**config.mk**
```make
export PLATFORM = sky130hd
export DESIGN_NAME = ciphertext_tensor_mac
export DESIGN_NICKNAME = d
export VERILOG_FILES = /design/src/rtl/ctm_pkg.sv /design/src/rtl/ctm_modmul.sv /design/src/rtl/ciphertext_tensor_mac.sv
export SDC_FILE = /design/constraint.sdc
export NUM_CORES = 1
export LEC_CHECK = 0
export ABC_AREA = 1
export CAP_MARGIN = 10
export CORE_MARGIN = 5
export CORE_UTILIZATION = 60
export DETAILED_ROUTE_END_ITERATION = 10
export MAX_ROUTING_LAYER = met4
export PLACE_DENSITY = 0.81
export SETUP_SLACK_MARGIN = 0.4
export SLEW_MARGIN = 20
export SYNTH_ARGS = -nofsm -noshare
export SYNTH_HDL_FRONTEND = slang
export SYNTH_SLANG_ARGS = --single-unit
```
**constraint.sdc**
```tcl
create_clock -name clk -period 6.8 [get_ports clk]
set_input_delay 1.36 -clock clk [delete_from_list [all_inputs] [get_ports clk]]
set_output_delay 1.36 -clock clk [all_outputs]
set_load 0.05 [all_outputs]
```
**src/rtl/ctm_pkg.sv**
```systemverilog
// Shared types and helpers for the ciphertext tensor MAC.
// Reduction helper is used only when CTM_MOD_REDUCE_EN is defined.
package ctm_pkg;

  typedef enum logic [1:0] {
    LOAD_A = 2'd0,
    MAC    = 2'd1,
    DRAIN  = 2'd2
  } ctm_state_e;

  function automatic logic [63:0] ctm_mod(input logic [63:0] x, input logic [63:0] q);
    return x % q;
  endfunction

endpackage

```
**src/rtl/ctm_modmul.sv**
```systemverilog
// One coefficient lane: acc_out = acc_in + coef*scale, reduced mod MODULUS when
// CTM_MOD_REDUCE_EN is defined, otherwise a plain wide accumulate.
module ctm_modmul
  import ctm_pkg::*;
#(
  parameter int MODULUS = 1024,
  parameter int W       = 10,
  parameter int ACC_W   = 2*W + 1
) (
  input  logic [ACC_W-1:0] acc_in,
  input  logic [W-1:0]     coef,
  input  logic [W-1:0]     scale,
  output logic [ACC_W-1:0] acc_out
);

  logic [2*W-1:0] prod;

  // Full 2W-bit product so nothing overflows before the add/reduce.
  assign prod = (2*W)'(coef) * (2*W)'(scale);

`ifdef CTM_MOD_REDUCE_EN
  assign acc_out = ACC_W'(ctm_mod(64'(acc_in) + 64'(prod), 64'(MODULUS)));
`else
  assign acc_out = acc_in + ACC_W'(prod);
`endif

endmodule

```
**src/rtl/ciphertext_tensor_mac.sv**
```systemverilog
// Ciphertext tensor MAC: loads operand A, streams operand B rows into a
// polynomial-product accumulator, then drains 2D+1 results. Macro: CTM_MOD_REDUCE_EN.
module ciphertext_tensor_mac
  import ctm_pkg::*;
#(
  parameter int CIPHERTEXT_MODULUS = 1024,
  parameter int CIPHERTEXT_WIDTH   = 10,
  parameter int DIMENSION          = 1,
  localparam int IDX_WIDTH = ($clog2(2*DIMENSION+1) < 1) ? 1 : $clog2(2*DIMENSION+1)
) (
  input  logic                        clk,
  input  logic                        rst,
  input  logic                        one_valid,
  output logic                        one_ready,
  input  logic [IDX_WIDTH-1:0]        one_row,
  input  logic [CIPHERTEXT_WIDTH-1:0] one_entry,
  input  logic                        two_valid,
  output logic                        two_ready,
  input  logic [IDX_WIDTH-1:0]        two_row,
  input  logic [CIPHERTEXT_WIDTH-1:0] two_entry,
  output logic                        res_valid,
  input  logic                        res_ready,
  output logic [CIPHERTEXT_WIDTH-1:0] res_entry,
  output logic [IDX_WIDTH-1:0]        res_idx,
  output logic                        res_last,
  output logic                        busy,
  output logic                        err
);

  localparam int W     = CIPHERTEXT_WIDTH;
  localparam int NA    = DIMENSION + 1;
  localparam int NR    = 2*DIMENSION + 1;
  localparam int CNT_W = $clog2(NA + 1);
`ifdef CTM_MOD_REDUCE_EN
  localparam int ACC_W = W;
`else
  localparam int ACC_W = 2*W + $clog2(NA);
`endif
  localparam logic [IDX_WIDTH-1:0] MAX_ROW  = IDX_WIDTH'(DIMENSION);
  localparam logic [IDX_WIDTH-1:0] LAST_IDX = IDX_WIDTH'(2*DIMENSION);

  ctm_state_e           state, state_nxt;
  logic [W-1:0]         a      [NA];
  logic [ACC_W-1:0]     acc    [NR];
  logic [ACC_W-1:0]     mm_in  [NA];
  logic [ACC_W-1:0]     mm_out [NA];
  logic [IDX_WIDTH-1:0] tgt    [NA];
  logic [NA-1:0]        a_mask, a_mask_nxt, b_mask, a_oh, b_oh;
  logic [CNT_W-1:0]     b_cnt;
  logic [ACC_W-1:0]     res_sel;
  logic [W-1:0]         a_store;
  logic                 a_ok, b_ok, b_dup, a_fire, b_fire, drain_fire, bad;

`ifdef CTM_MOD_REDUCE_EN
  assign a_store = W'(ctm_mod(64'(one_entry), 64'(CIPHERTEXT_MODULUS)));
`else
  assign a_store = one_entry;
`endif

  always_comb begin
    one_ready = (state == LOAD_A);
    two_ready = (state == MAC);
    res_valid = (state == DRAIN);
    res_last  = res_valid && (res_idx == LAST_IDX);
    busy      = (state != LOAD_A) || (|a_mask);

    a_ok       = (one_row <= MAX_ROW);
    b_ok       = (two_row <= MAX_ROW);
    a_oh       = NA'(1) << one_row;
    b_oh       = NA'(1) << two_row;
    b_dup      = |(b_mask & b_oh);
    a_fire     = one_valid && one_ready && a_ok;
    b_fire     = two_valid && two_ready && b_ok && !b_dup;
    drain_fire = res_valid && res_ready;
    bad        = (one_valid && one_ready && !a_ok) ||
                 (two_valid && two_ready && (!b_ok || b_dup));
    a_mask_nxt = a_fire ? (a_mask | a_oh) : a_mask;

    // Lane n of a B beat lands on acc[two_row+n]; fetch those operands.
    for (int n = 0; n < NA; n++) begin
      tgt[n]   = two_row + IDX_WIDTH'(n);
      mm_in[n] = '0;
      for (int k = 0; k < NR; k++)
        if (tgt[n] == IDX_WIDTH'(k)) mm_in[n] = acc[k];
    end

    res_sel = '0;
    for (int k = 0; k < NR; k++)
      if (res_idx == IDX_WIDTH'(k)) res_sel = acc[k];
    res_entry = res_valid ? W'(res_sel) : '0;

    state_nxt = state;
    case (state)
      LOAD_A:  if (&a_mask_nxt) state_nxt = MAC;
      MAC:     if (b_fire && (b_cnt == CNT_W'(DIMENSION))) state_nxt = DRAIN;
      DRAIN:   if (drain_fire && res_last) state_nxt = LOAD_A;
      default: state_nxt = LOAD_A;
    endcase
  end

  for (genvar n = 0; n < NA; n++) begin : g_lane
    ctm_modmul #(
      .MODULUS (CIPHERTEXT_MODULUS),
      .W       (W),
      .ACC_W   (ACC_W)
    ) u_modmul (
      .acc_in  (mm_in[n]),
      .coef    (a[n]),
      .scale   (two_entry),
      .acc_out (mm_out[n])
    );
  end

  always_ff @(posedge clk or posedge rst) begin
    if (rst) begin
      state   <= LOAD_A;
      a_mask  <= '0;
      b_mask  <= '0;
      b_cnt   <= '0;
      res_idx <= '0;
      err     <= 1'b0;
      for (int n = 0; n < NA; n++) a[n] <= '0;
      for (int k = 0; k < NR; k++) acc[k] <= '0;
    end else begin
      state <= state_nxt;
      err   <= err | bad;
      if (a_fire) begin
        a_mask <= a_mask_nxt;
        for (int n = 0; n < NA; n++)
          if (a_oh[n]) a[n] <= a_store;
      end
      if (b_fire) begin
        b_mask <= b_mask | b_oh;
        b_cnt  <= b_cnt + CNT_W'(1);
        for (int k = 0; k < NR; k++)
          for (int n = 0; n < NA; n++)
            if (tgt[n] == IDX_WIDTH'(k)) acc[k] <= mm_out[n];
      end
      // Closing beat starts a fresh operation; a[] is kept but must be reloaded.
      if (drain_fire) begin
        if (res_last) begin
          res_idx <= '0;
          a_mask  <= '0;
          b_mask  <= '0;
          b_cnt   <= '0;
          for (int k = 0; k < NR; k++) acc[k] <= '0;
        end else begin
          res_idx <= res_idx + IDX_WIDTH'(1);
        end
      end
    end
  end

endmodule
```
==> metrics.txt <==
status finished, final reports clean; largest cells by area after synthesis dfrtp_1 21%, fa_1 17%, nand2_1 16%; antenna violations before repair 0; TritonRoute pass-1 iters 8; most common cell in the netlist nand2_1; Clock Sinks 61; largest area contributor in the netlist dfrtp_1; number of placed I/O pins 47; Crit path max-delay family adder cells; initial core utilization 61.82%; flop and latch count out of synthesis 61; WP buf/inv 8; Total GRT Usage 29.83%; largest net degree at the start of global routing 62; cell repeated most along the worst path inv_1; core area 11520 um2; Final ANT Viol Nets 0; Yosys cell types 30; Die Width 118.9 um; Syn Nets 1167; area grow syn2layout 12.11%; Critical-path top delay cell clkdlybuf4s50_1; Worst Setup SP two_entry[5]; Post-synth ARST share 100.0%; DR vias 6634; Syn Area/Cell 6.973 um2; die area 14140 um2; final worst slack 0.6812 ns; Nets 1196; Worst setup EP type flip-flop; synthesis warning total 0; Root Buffer clkbuf_16; WL final 19120 um; vias in the first global route 6521; pre-CTS setup slack 0.2899 ns; HP Start a[9]; Worst Tran Pin Value 0.9707 ns; RSZ-0062 raised after global routing no; Max-cap violations 0; global-route wire length before repair 32550 um; Hold Path Class flip-flop to flip-flop; antenna cell count 0; CTS Buf Count 9; top-area cell type share of the netlist area 21.44%; Tmin final 6.119 ns; Hold Path End a[9]; clk_skew 0.008999 ns; R2R depth 22; final hold viol count 0; Placer Congestion 0.9402; number of synthesized flops with an enable pin 0; crit path launch type input port; cell area after synthesis 7119 um2; final period utilization 89.98%; dpl hpwl 14730 um; per-cell routed wire length 15.97 um; DR DRC count 0; # resized after CTS 0; Port Buffers 46; setup bufs post-CTS 0; Clock Latency Late Sink 0.35 ns; slew margin rel. 35.05%; synth cell count leaders 302 x nand2_1, 251 x inv_1, 61 x dfrtp_1; crit path cell chain clkdlybuf4s50_1, nand2_1, inv_1, fa_1, fa_1, inv_1, fa_1, inv_1, fa_1, inv_1, fa_1, inv_1, ha_1, a21oi_1, o21ai_0, a31oi_1, inv_1, nand3_1, nand2_1, nand2_1, nand3_1, nand2_1, inv_1; Max Slew Vio Count 0; setup TNS 0 ns; Core Util, Final 69.31%; FP Rows 39; CP max FO 10; H-tree Lvls 3; CTS tree done; post-synthesis cell count 1021; sequential share of the synthesized area 21.44%; Die H 118.9 um; FF-to-FF End acc[30]; layout cells sized above 1 3.416%; clk slew on worst S/H paths 0.05 ns; Final Setup Violations 0; worst hold path depth 2; global route overflow 0; crit path DAT 6.36 ns; critical path class input port to flip-flop; Post-CTS Hold Fix Bufs 0; vias per cell 5.542; data required time of the worst path 7.04 ns; ys flop type dfrtp_1; Max Root-Sink Buffers 2; crit-path max cell delay 0.65 ns; Initial DRC Count 657; R2R Setup Slk 1.82 ns; WHS 0.4818 ns; reg-to-reg startpoint a[11]; maximum clock rate 0.1634 GHz
state kept, by name, summed over array words and instances, names as in the netlist:
signal   flops
state        2
acc         30
a           20
err          1
a_mask       2
b_cnt        2
res_idx      2
b_mask       2
routing by layer:
| layer | global-route usage (%) | part of all wire [%] | up-vias |
|---|---|---|---|
| met5 | - | 0 | - |
| met4 | 13.90 | 4.5 | 0 |
| li1 | - | - | 3160 |
| met3 | 6.019 | 8.9 | 67 |
| met1 | 37.99 | 40 | 3065 |
| met2 | 46.04 | 46 | 342 |
area by class of cell:
cell class | instances | area (um2)
fill | 966 | 3535
clock buffer | 12 | 256.5
sequential | 61 | 1526
clock inverter | 3 | 45.04
tap | 143 | 178.9
inverter | 255 | 957.2
multi-input combinational | 667 | 4479
timing repair buffer | 56 | 538.0
cells by family after synthesis:
kind of cell	count (synthesis)	share of synthesized area [%]
fa+ha+maj	117	26.89
buf+inv	293	15.64
xor+xnor	16	1.968
compound gates	143	12.09
flops	61	21.44
simple gates	391	21.97
worst reg2reg max path, delay by kind of cell, from the launching register on:
family,cells,cell delay (ns)
buffers and inverters,7,0.40
AOI/OAI and AO/OA,3,0.49
and+or+nand+nor,6,0.53
DFF,1,0.52
adders and majority gates,6,2.94
cell usage in the layout (no fill, tap or decap):
cell type	count
inv_1	250
o22ai_1	11
clkinvlp_4	2
clkbuf_8	2
o21ai_0	39
dfrtp_1	61
a221oi_1	9
nor2_1	40
nand3b_1	4
a311o_1	1
or2_0	1
xnor2_1	4
ha_1	57
clkdlybuf4s50_1	45
nand2b_1	1
nor2_4	3
a211oi_1	15
clkbuf_1	1
nand2_2	1
a22o_1	2
dlymetal6s2s_1	1
or2_2	2
a31oi_1	2
nand3_1	37
nand2_1	302
o22ai_2	1
inv_2	5
fa_1	60
a21oi_1	53
xor2_1	12
o221ai_1	10
bufinv_16	1
clkbuf_16	9
buf_4	10
stage by stage:
stage	std cells	area [um2]
global route	1197	7981
floorplan	1021	7119
CTS	1197	7979
detailed placement	1182	7677
global placement	1182	7677
finish	1197	7981
worst max path at each step:
stage | endpoint | depth (start not counted)
global placement | acc[30] | 23
global route | acc[30] | 23
CTS | acc[30] | 23
finish | acc[30] | 23
detailed placement | acc[30] | 23
floorplan | acc[30] | 24
Power is left out: the tool's default activity adds up to more than one toggle a clock period on the data nets, which glitch-free logic cannot reach.
